$ cat src/rtl/alu_cmd_driver.sv
// Command-side initiator for a registered 8-bit ALU; returns results in order through a small response FIFO.
// Latency: command accepted at edge E0 drives the ALU at E0, result captured at E2, rsp_valid from E2 (empty FIFO).
// Backpressure: credit-based; cmd_ready drops once FIFO occupancy plus in-flight ops reaches DEPTH, nothing is dropped.
// Optional reference-model checker enabled by defining ALU_CMD_DRIVER_CHECK_EN (adds mismatch/err_count ports).
module alu_cmd_driver #(
    parameter int DEPTH = 4
) (
    input  logic        clock,
    input  logic        reset,
    input  logic        cmd_valid,
    output logic        cmd_ready,
    input  logic [7:0]  cmd_a,
    input  logic [7:0]  cmd_b,
    input  logic [3:0]  cmd_sel,
    output logic [7:0]  alu_a,
    output logic [7:0]  alu_b,
    output logic [3:0]  alu_sel,
    input  logic [7:0]  alu_out,
    input  logic        alu_carry,
    output logic        rsp_valid,
    input  logic        rsp_ready,
    output logic [7:0]  rsp_data,
    output logic        rsp_carry,
    output logic [3:0]  rsp_sel
`ifdef ALU_CMD_DRIVER_CHECK_EN
    ,
    output logic        mismatch,
    output logic [15:0] err_count
`endif
);

    localparam int AW = $clog2(DEPTH);
    localparam logic [AW+1:0] DEPTH_CR = (AW+2)'(DEPTH);

    // One FIFO entry: the opcode travels with its result so the consumer can tell them apart.
    typedef struct packed {
        logic [3:0] sel;
        logic       carry;
        logic [7:0] data;
    } rsp_t;

    logic          s1_vld;
    logic          s2_vld;
    logic [3:0]    s1_sel;
    logic [3:0]    s2_sel;
    logic [AW:0]   wr_ptr;
    logic [AW:0]   rd_ptr;
    logic [AW:0]   fifo_count;
    logic [AW+1:0] credit_used;
    logic          fifo_empty;
    logic          fifo_full;
    logic          cmd_fire;
    logic          push;
    logic          pop;
    rsp_t          mem [DEPTH];
    rsp_t          head;
    rsp_t          wr_entry;

    // Credits cover both the stored results and the two ops still inside the ALU pipe,
    // so a capture always finds a free slot.
    assign fifo_count  = wr_ptr - rd_ptr;
    assign credit_used = {1'b0, fifo_count}
                       + {{(AW+1){1'b0}}, s1_vld}
                       + {{(AW+1){1'b0}}, s2_vld};
    assign cmd_ready   = !reset && (credit_used < DEPTH_CR);
    assign cmd_fire    = cmd_valid && cmd_ready;

    // Pointers carry one extra wrap bit: equal indices with different wrap bits means full.
    assign fifo_empty = (wr_ptr == rd_ptr);
    assign fifo_full  = (wr_ptr[AW-1:0] == rd_ptr[AW-1:0]) && (wr_ptr[AW] != rd_ptr[AW]);

    assign rsp_valid = !reset && !fifo_empty;
    assign pop       = rsp_valid && rsp_ready;
    // A pop in the same edge frees the slot, so a push against a full FIFO is still safe then.
    assign push      = s2_vld && (!fifo_full || pop);

    assign head      = mem[rd_ptr[AW-1:0]];
    assign rsp_data  = rsp_valid ? head.data  : 8'h00;
    assign rsp_carry = rsp_valid ? head.carry : 1'b0;
    assign rsp_sel   = rsp_valid ? head.sel   : 4'h0;

    assign wr_entry.sel   = s2_sel;
    assign wr_entry.carry = alu_carry;
    assign wr_entry.data  = alu_out;

    // ALU operand registers: loaded on accept, otherwise hold the last command.
    always_ff @(posedge clock) begin
        if (reset) begin
            alu_a   <= 8'h00;
            alu_b   <= 8'h00;
            alu_sel <= 4'h0;
        end else if (cmd_fire) begin
            alu_a   <= cmd_a;
            alu_b   <= cmd_b;
            alu_sel <= cmd_sel;
        end
    end

    // In-flight tracker: s1 = operands at ALU input, s2 = result sitting in the ALU output register.
    always_ff @(posedge clock) begin
        if (reset) begin
            s1_vld <= 1'b0;
            s2_vld <= 1'b0;
            s1_sel <= 4'h0;
            s2_sel <= 4'h0;
        end else begin
            s1_vld <= cmd_fire;
            s1_sel <= cmd_sel;
            s2_vld <= s1_vld;
            s2_sel <= s1_sel;
        end
    end

    // FIFO pointers; wrap naturally modulo 2*DEPTH.
    always_ff @(posedge clock) begin
        if (reset) begin
            wr_ptr <= '0;
            rd_ptr <= '0;
        end else begin
            if (push) wr_ptr <= wr_ptr + 1'b1;
            if (pop)  rd_ptr <= rd_ptr + 1'b1;
        end
    end

    // FIFO storage; contents are only visible through rsp_valid so no reset is needed.
    always_ff @(posedge clock) begin
        if (push) mem[wr_ptr[AW-1:0]] <= wr_entry;
    end

`ifdef ALU_CMD_DRIVER_CHECK_EN
    logic [8:0] model_sum;
    logic [7:0] model_dat;
    logic       model_cmp;
    logic [8:0] s1_exp;
    logic [8:0] s2_exp;
    logic       s1_cmp;
    logic       s2_cmp;
    logic       cap_bad;

    // Reference result from the incoming command; carry is always the add carry, whatever the opcode.
    always_comb begin
        model_sum = {1'b0, cmd_a} + {1'b0, cmd_b};
        model_dat = 8'hFF;
        model_cmp = 1'b1;
        case (cmd_sel)
            4'b0001: model_dat = model_sum[7:0];
            4'b0010: model_dat = cmd_a - cmd_b;
            4'b0100: model_dat = cmd_a * cmd_b;
            4'b1000: begin
                if (cmd_b == 8'h00) begin
                    model_cmp = 1'b0;
                end else begin
                    model_dat = cmd_a / cmd_b;
                end
            end
            default: model_dat = 8'hFF;
        endcase
    end

    assign cap_bad = s2_vld && s2_cmp && ({alu_carry, alu_out} != s2_exp);

    // Expected value rides the same two-stage pipe as the valid bits.
    always_ff @(posedge clock) begin
        if (reset) begin
            s1_exp <= 9'h000;
            s2_exp <= 9'h000;
            s1_cmp <= 1'b0;
            s2_cmp <= 1'b0;
        end else begin
            s1_exp <= {model_sum[8], model_dat};
            s1_cmp <= model_cmp;
            s2_exp <= s1_exp;
            s2_cmp <= s1_cmp;
        end
    end

    // Mismatch pulse on the capture edge and a saturating error counter.
    always_ff @(posedge clock) begin
        if (reset) begin
            mismatch  <= 1'b0;
            err_count <= 16'h0000;
        end else begin
            mismatch <= cap_bad;
            if (cap_bad && (err_count != 16'hFFFF)) err_count <= err_count + 16'h0001;
        end
    end
`else
    // Checker not built: no model logic and no mismatch/err_count ports.
`endif

endmodule

$ cat config.mk
export PLATFORM = sky130hd
export DESIGN_NAME = alu_cmd_driver
export DESIGN_NICKNAME = d
export VERILOG_FILES = /design/src/rtl/alu_cmd_driver.sv
export SDC_FILE = /design/constraint.sdc
export NUM_CORES = 1
export LEC_CHECK = 0
export CORE_MARGIN = 10
export CORE_UTILIZATION = 55
export CTS_CLUSTER_SIZE = 12
export DETAILED_ROUTE_END_ITERATION = 10
export PLACE_DENSITY = 0.9
export REMOVE_ABC_BUFFERS = 1
export SLEW_MARGIN = 15
export SYNTH_ARGS = -nofsm -noshare
export SYNTH_HDL_FRONTEND = slang
export SYNTH_SLANG_ARGS = --single-unit
$ cat constraint.sdc
create_clock -name clock -period 4.5 [get_ports clock]
set_input_delay 0.675 -clock clock [delete_from_list [all_inputs] [get_ports clock]]
set_output_delay 0.675 -clock clock [all_outputs]
set_load 0.05 [all_outputs]
==> results.json <==
{
  "status": "finished clean",
  "numPortBuffers": 67,
  "busiest_layer": "met2",
  "worstPathRequired_ps": 3830,
  "antenna_found_initial": 0,
  "r2r_start": "wr_ptr[0]",
  "detail_route.wl_per_cell_um": 17.1,
  "grtUsageMet3": 0.0824,
  "period_share": 0.781,
  "dr_total_vias": 1937,
  "core_mm2": 0.00603,
  "layout_common_cells": "clkdlybuf4s50_1, edfxtp_1, dfxtp_1, nor2_1, mux2i_1",
  "grt_max_degree": 40,
  "p_seq_frac": 0.531,
  "p_int_w": 0.00128,
  "start_util": 0.575,
  "p_sw_w": 0.000449,
  "drv_slew": 0,
  "rsz0062_at_grt": "no",
  "tightest_slew_ps": 861,
  "dp.cells": 356,
  "ys_ff_latch": 90,
  "hp-class": "reg -> reg",
  "hp-start": "s1_sel[2]",
  "area_growth_pct": 30.6,
  "synthFlopType": "edfxtp_1",
  "grt_usage": 0.133,
  "fillers": 361,
  "cts_buffers": 9,
  "drc": 0,
  "leakage_nw": 1.63,
  "via_per_inst": 5.21,
  "layout_commonest_cell": "clkdlybuf4s50_1",
  "slowest_delay_ps": 870,
  "start_kind": "register",
  "nets": 334,
  "finalSetupViolCount": 0,
  "cts.path.max_buffers": 2,
  "critPathBufInv": 2,
  "syn_inst": 220,
  "ir_worst_vdd_mv": 0.235,
  "cap_violations": 0,
  "die_w_um": 99.4,
  "tns_ps": 0,
  "use_met2": 0.208,
  "num_rows": 28,
  "grt_overflow": 0,
  "fp.dieH_um": 99.4,
  "seq_area_frac_synth": 0.671,
  "clk_pin_slew_ps": 80,
  "cp_slowest_cell": "clkdlybuf4s50_1",
  "post_cts.repair.setup_buffers": 0,
  "end_kind": "output port",
  "grtUsageMet1": 0.145,
  "path_class": "reg -> out",
  "io_pins": 68,
  "ant_nets": 0,
  "cp-startpoint": "wr_ptr[0]",
  "layout_min_cycle_time_ps": 3510,
  "drt_pass1_iterations": 4,
  "yosysUniqueCellTypes": 29,
  "path_delay_family": "buffers and inverters",
  "drive_gt1_frac": 0.158,
  "final_cells": 372,
  "clkPwrFrac": 0.287,
  "max_freq_mhz": 285,
  "path_max_fanout": 4,
  "crit_chain": "inv_1 -> ha_1 -> fa_1 -> xor3_2 -> a211oi_1 -> clkdlybuf4s50_1",
  "drt_iter0_drc": 80,
  "grt_pass1_vias": 2072,
  "synth_area_per_cell_um2": 15.7,
  "syn_area_mm2": 0.00346,
  "ctsHoldBuffers": 0,
  "async_reset_ff_frac": 0,
  "p_per_area_mw_per_mm2": 383,
  "hpwl_um": 4580,
  "cts.sinks": 90,
  "p_comb_frac": 0.181,
  "synth_edf_count": 52,
  "gp_congestion": 0.792,
  "ys.warnings.count": 0,
  "slew_headroom": 0.425,
  "final_hold_viol_count": 0,
  "cts.repair.resized": 0,
  "grt_pass1_wl_um": 10500,
  "die_area_mm2": 0.00987,
  "cts_root_buf": "clkbuf_8",
  "clk_latency_ps": 340,
  "finalWirelength_um": 6370,
  "switching_share": 0.259,
  "cp.arrival_ps": 2840,
  "diodes": 0,
  "h-tree-depth": 3,
  "cts_tree": "yes",
  "fin_worst_skew_ps": 5.80
}
-- registers in the layout, summed over array words and instances, names as in the netlist, named ones only --
signal	count
alu_a	8
s2_sel	4
rd_ptr	3
wr_ptr	3
s1_sel	4
mem	52
s2_vld	1
alu_b	8
s1_vld	1
alu_sel	4
-- synth_stat cells, types with 2 or more instances --
master / number / area, µm²
edfxtp_1: 52 / 1560
dfxtp_1: 38 / 761
nor2_1: 24 / 90.1
mux2i_1: 23 / 230
and2_1: 17 / 106
mux4_2: 13 / 293
nor2b_1: 10 / 62.6
ha_1: 8 / 100
inv_1: 7 / 26.3
clkbuf_1: 6 / 22.5
buf_6: 2 / 22.5
nand2_1: 2 / 7.51
xnor2_1: 2 / 17.5
-- cell families (layout without fill, tap and decap cells) --
logic type               count (synthesis)  after routing  synth area share
adder cells (fa/ha/maj)                  9              9            0.0347
buffers and inverters                   16             93            0.0220
AND/OR/NAND/NOR                         57             57            0.0842
XOR/XNOR                                 3              3            0.0123
multiplexers                            37             37             0.154
flip-flops                              90             90             0.671
AO/OA/AOI/OAI                            8              8            0.0220
-- power by group through the flow --
stage,Combinational (W),Sequential [W],Clock (W)
floorplan,0.000140,0.000975,0
global placement,0.000310,0.000938,0
detailed placement,0.000317,0.000940,0
CTS,0.000318,0.000922,0.000512
global route,0.000334,0.000926,0.000542
finish,0.000314,0.000920,0.000497
-- worst reg2reg max path: stages, from the launching register on --
cell	delay, ps
dfxtp_1	400
inv_1	100
ha_1	220
fa_1	380
xor3_2	270
a2111oi_4	320
buf_4	370
mux2i_1	250
nor2_1	60
-- per-stage QoR --
step / total power, W / hold slack (ps) / utilization / setup WS [ps] / cell area [µm²]
after global placement: 0.00125 / 416 / 0.720 / 1440 / 4340
final: 0.00173 / 447 / 0.750 / 986 / 4520
after CTS: 0.00175 / 451 / 0.750 / 976 / 4520
after global routing: 0.00180 / 460 / 0.750 / 858 / 4520
after detailed placement: 0.00126 / 431 / 0.720 / 1350 / 4340
after floorplan: 0.00112 / 414 / - / 1230 / 3410
-- layer usage --
layer	vias up	part of all wire
li1	932	-
met1	918	0.38
met2	78	0.48
met3	9	0.13
met4	0	0.010
met5	-	0
-- path summary, 6_finish.rpt --
| kind | endpoint | slack, ps | depth (start not counted) |
|---|---|---|---|
| worst min register to register | s2_sel[2] | 450 | 1 |
| worst max-delay path | cmd_ready | 990 | 6 |
| worst max register to register | alu_b[3] | 2020 | 8 |
| worst min-delay path | s2_sel[2] | 450 | 1 |
-- layout make-up --
cell class	count	area [µm²]	share of cell area
inverters	7	26.3	0.00581
flip-flops and latches	90	2320	0.514
clock inverters	3	21.3	0.00470
repair buffers	70	833	0.184
clock buffers	13	160	0.0354
well taps	75	93.8	0.0208
multi-input cells	114	1060	0.235
No activity file was read; power rests on OpenSTA's default activity.
